===== config.mk =====
export PLATFORM = sky130hd
export DESIGN_NAME = rtc_master
export DESIGN_NICKNAME = d
export VERILOG_FILES = /design/src/rtl/rtc_master.sv
export SDC_FILE = /design/constraint.sdc
export NUM_CORES = 1
export LEC_CHECK = 0
export BUFFER_PORTS_ARGS = -buffer_cell sky130_fd_sc_hd__buf_2
export CAP_MARGIN = 10
export CORE_ASPECT_RATIO = 1.25
export CORE_MARGIN = 2
export CORE_UTILIZATION = 40
export DETAILED_ROUTE_END_ITERATION = 16
export PLACE_DENSITY = 0.65
export SYNTH_ARGS = -nofsm -noshare
export SYNTH_HDL_FRONTEND = slang
export SYNTH_SLANG_ARGS = --single-unit
export TNS_END_PERCENT = 50

===== constraint.sdc =====
create_clock -name clk -period 2.3 [get_ports clk]
set_input_delay 0 -clock clk [delete_from_list [all_inputs] [get_ports clk]]
set_output_delay 0 -clock clk [all_outputs]
set_load 0.02 [all_outputs]

===== src/rtl/rtc_master.sv =====
// Serial master for a 3-wire RTC: one command byte followed by one data byte
// (written or read), framed by chip select and a free-running-per-bit serial clock.
module rtc_master #(
  parameter int HALF = 8
) (
  input  logic       clk,
  input  logic       reset,
  input  logic       start,
  input  logic [7:0] cmd,
  input  logic [7:0] wdata,
  output logic       busy,
  output logic       done,
  output logic [7:0] rdata,
  output logic       rtc_cs_n,
  output logic       rtc_ck,
  output logic       rtc_dat_o,
  output logic       rtc_dat_oe,
  input  logic       rtc_dat_i
);

  typedef enum logic [2:0] {IDLE, CMD, DATA, HOLD, RECOVER} state_t;

  localparam logic [7:0] HALF_M1 = 8'(HALF - 1);

  state_t      state_q, state_d;
  logic [7:0]  half_q, half_d;
  logic [3:0]  bit_q, bit_d;
  logic        ck_q, ck_d;
  logic [15:0] tx_q, tx_d;
  logic        rd_q, rd_d;
  logic [7:0]  rx_q, rx_d;
  logic [7:0]  rdata_q, rdata_d;
  logic        done_q, done_d;
  logic        sync1_q, sync1_d;
  logic        sync2_q, sync2_d;
  logic        last;

  assign last = (half_q == HALF_M1);

  always_comb begin
    state_d = state_q;
    half_d  = half_q;
    bit_d   = bit_q;
    ck_d    = ck_q;
    tx_d    = tx_q;
    rd_d    = rd_q;
    rx_d    = rx_q;
    rdata_d = rdata_q;
    done_d  = 1'b0;
    sync1_d = rtc_dat_i;
    sync2_d = sync1_q;

    case (state_q)
      IDLE: begin
        if (start) begin
          state_d = CMD;
          half_d  = 8'd0;
          bit_d   = 4'd0;
          ck_d    = 1'b0;
          tx_d    = {cmd, wdata};
          rd_d    = cmd[7];
        end
      end
      CMD, DATA: begin
        // Read data is captured on the final low-phase cycle, just before ck rises.
        if (state_q == DATA && rd_q && !ck_q && last)
          rx_d = {rx_q[6:0], sync2_q};
        if (last) begin
          half_d = 8'd0;
          if (!ck_q) begin
            ck_d = 1'b1;
          end else begin
            ck_d  = 1'b0;
            tx_d  = {tx_q[14:0], 1'b1};
            bit_d = bit_q + 4'd1;
            if (bit_q == 4'd7)  state_d = DATA;
            if (bit_q == 4'd15) state_d = HOLD;
          end
        end else begin
          half_d = half_q + 8'd1;
        end
      end
      HOLD: begin
        if (last) begin
          state_d = RECOVER;
          half_d  = 8'd0;
        end else begin
          half_d = half_q + 8'd1;
        end
      end
      RECOVER: begin
        if (last) begin
          state_d = IDLE;
          half_d  = 8'd0;
          done_d  = 1'b1;
          if (rd_q) rdata_d = rx_q;
        end else begin
          half_d = half_q + 8'd1;
        end
      end
      default: state_d = IDLE;
    endcase
  end

  always_ff @(posedge clk) begin
    if (reset) begin
      state_q <= IDLE;
      half_q  <= 8'd0;
      bit_q   <= 4'd0;
      ck_q    <= 1'b0;
      tx_q    <= 16'd0;
      rd_q    <= 1'b0;
      rx_q    <= 8'd0;
      rdata_q <= 8'd0;
      done_q  <= 1'b0;
      sync1_q <= 1'b0;
      sync2_q <= 1'b0;
    end else begin
      state_q <= state_d;
      half_q  <= half_d;
      bit_q   <= bit_d;
      ck_q    <= ck_d;
      tx_q    <= tx_d;
      rd_q    <= rd_d;
      rx_q    <= rx_d;
      rdata_q <= rdata_d;
      done_q  <= done_d;
      sync1_q <= sync1_d;
      sync2_q <= sync2_d;
    end
  end

  assign busy       = (state_q != IDLE);
  assign done       = done_q;
  assign rdata      = rdata_q;
  assign rtc_cs_n   = (state_q == IDLE) || (state_q == RECOVER);
  assign rtc_ck     = ck_q;
  assign rtc_dat_oe = (state_q == CMD) || (state_q == DATA && !rd_q);
  assign rtc_dat_o  = rtc_dat_oe ? tx_q[15] : 1'b1;

endmodule

==> flow_summary.toml <==
[power]
sw_frac_of_total_pct = 37.94
p_leak_uw = 0.001209
pwr-share-seq_pct = 43.8
power_frac_clock_pct = 20.3
p_switching_uw = 1001
p_int_uw = 1637
ir_drop_mv = 0.5953
power.density_nw_per_um2 = 948.6
comb_power_share_pct = 35.8

[outcome]
outcome = "completed"

[global_routing]
gr-usage-met2_pct = 27.36
grt_pass1_vias = 1790
antenna_found_initial = 0
groute.layer.met3.usage_pct = 3.189
busiest_layer = "met2"
grt.overflow.total = 0
grt_use_total_pct = 15.67
grt_use_met1_pct = 18.70
grt_max_degree = 36
grt_pass1_wl_um = 7928

[sta]
setup_viol = 0
hold_viol = 0
relSlewSlack_pct = 57.37
worst_pin_slew_ns = 0.6395
fin_tns_setup_ns = 0
fin_crit_sh_pct = 85.44
clock_skew_ns = 0.007919
max_freq_ghz = 0.5089
fin_crit_ns = 1.965
slew_violations = 0
fin_ws_ns = 0.3349
rsz0062_at_grt = "false"

[floorplan]
fp.dieW_um = 71.53
initial_utilization_pct = 41.60
ios = 34
die_h_um = 88.41
fp-row-count = 30
die-area_um2 = 6323
core_um2 = 5480

[drt]
ant_nets = 0
detail_route.wirelength_um = 4760
wl_per_cell_um = 12.56
drc_errors = 0
vias_per_cell = 5.274
drtPass1Iterations = 4
drtIter0Drc = 119
vias = 1999

[final_layout]
drive_above_1_share_pct = 16.51
final_cell_mix = "52 x dfxtp_1, 51 x nor2_1, 39 x nand2_1, 33 x buf_2, 19 x mux2i_1"
fillCellCount = 536
final_common_cell = "dfxtp_1"
antenna_cells = 0
multiInputGateArea_um2 = 1167
syn_to_final_growth_pct = 21.95
seqCellArea_um2 = 1041
fin_nets = 336

[clock_network]
htree_levels = 2
clock_latency_ns = 0.30
clk_path_buf_depth = 2
numCtsBuffers = 5
ctsHoldBuffers = 17
postCtsSetupBuffers = 0
post_cts_resized = 0
root_buffer = "clkbuf_8"
clock_sinks = 52
cts_tree = "built"
clk_pin_slew_worst_paths_ns = 0.10

[synthesis]
synth_compound_area_share_pct = 13.17
synth_top_family_by_area = "simple AND/OR/NAND/NOR gates"
synth_area_per_cell_um2 = 8.538
yosys_warnings = 0
ys.flop_type = "dfxtp_1"
ys_types = 41
synth_fp_nets = 289
ys_seq_area_share_pct = 45.66
async_flop_share_pct = 0
synthSimpleGateAreaFrac_pct = 25.91
ys_ff_latch = 52
synth_fa_ha_area_share_pct = 1.098
netlist_instances = 267
synth.mux.area_fraction_pct = 8.342
syn-cell-area_um2 = 2280
synth-edff-count = 0
synth_xor_area_share_pct = 2.689

[placed_design]
pre_cts_slack_ns = 0.3178
portBuffers = 33
dpl.hpwl_um = 3128
place_congestion = 0.8472

[run]
maxCapViolations = 0

[worst_setup_path]
cp.arrival_ns = 2.17
end_kind = "flop"
start_kind = "flop"
cp_data_required_time_ns = 2.51
worstSetupPathType = "flop to flop"
slowest_stage = "dfxtp_1"
crit_path_max_fanout = 33
crit_path_cell_trace = "xor2_1, nand4_1, a21oi_2, buf_12, nor2_1, a311oi_1"
slowest_delay_ns = 0.65

[min_path]
hold_class = "primary input to flop"
stage by stage:
stage	total power, µW	utilization, %	cell area [µm²]	hold WS (ns)	instances
after floorplan	1838	-	2280	0.1282	267
after global placement	2100	45.89	2515	0.2109	354
after detailed placement	2109	45.89	2515	0.2193	354
after CTS	2670	50.73	2780	0.1929	379
after global routing	2834	50.73	2780	0.2285	379
final	2637	50.73	2780	0.1998	379
cells by family (layout without fill, tap and decap cells):
group | Yosys count | count (layout)
multiplexers | 19 | 19
AND/OR/NAND/NOR | 128 | 128
AO/OA/AOI/OAI | 41 | 41
XOR/XNOR | 7 | 7
buffers and inverters | 18 | 66
flip-flops | 52 | 52
adder cells (fa/ha/maj) | 2 | 2
worst max-delay path, delay by kind of cell (launching register included):
| family | cells | cell delay (ns) |
|---|---|---|
| flip-flops | 1 | 0.65 |
| buffers and inverters | 1 | 0.20 |
| AO/OA/AOI/OAI | 2 | 0.47 |
| XOR/XNOR | 1 | 0.32 |
| AND/OR/NAND/NOR | 2 | 0.23 |
cell usage after synthesis (all sizes together) (2+ instances only):
cell type | n | area, µm²
dfxtp | 52 | 1041
nor2 | 52 | 197.7
nand2 | 39 | 146.4
mux2i | 19 | 190.2
a311oi | 15 | 131.4
a21oi | 11 | 58.81
clkbuf | 11 | 41.29
nor3 | 9 | 45.04
nand4 | 6 | 50.04
o21ai | 6 | 33.78
xnor2 | 5 | 43.79
buf | 4 | 18.76
nand3 | 4 | 20.02
inv | 3 | 11.26
nand3b | 3 | 22.52
nor2b | 3 | 18.77
or3 | 3 | 18.77
and2 | 2 | 12.51
ha | 2 | 25.02
nand2b | 2 | 12.51
xor2 | 2 | 17.52
power by group through the flow:
stage	clock (µW)	sequential, µW	combinational (µW)
after global placement	0	1170	930
after global routing	582	1170	1080
after detailed placement	0	1180	933
final	536	1160	945
after floorplan	0	1130	707
after CTS	554	1160	959
state kept, by name, summed over array words and instances, names as in the netlist:
register / flops
sync1_q: 1
rtc_ck: 1
sync2_q: 1
rdata: 8
half_q: 8
rd_q: 1
done: 1
tx_q: 16
state_q: 3
rx_q: 8
bit_q: 4
routing by layer:
layer / wire (µm) / vias up
li1: - / 1031
met1: 2163 / 916
met2: 2316 / 44
met3: 187 / 8
met4: 91 / 0
met5: 0 / -
layout make-up:
class / count / share of cell area (%)
Clock buffer: 5 / 2.475
Clock inverter: 3 / 0.9451
Inverter: 3 / 0.4050
Multi-Input combinational cell: 197 / 41.99
Sequential cell: 52 / 37.44
Tap cell: 64 / 2.880
Timing Repair Buffer: 55 / 13.86
worst paths after layout:
| path | startpoint | endpoint | slack (ns) | cells after the start |
|---|---|---|---|---|
| setup / recovery | state_q[1] | tx_q[14] | 0.33 | 6 |
| hold / removal | reset | state_q[1] | 0.20 | 2 |
| setup reg to reg | state_q[1] | tx_q[14] | 0.33 | 6 |
| hold reg to reg | sync1_q | sync2_q | 0.44 | 1 |
(Power assumes the default switching activity.)
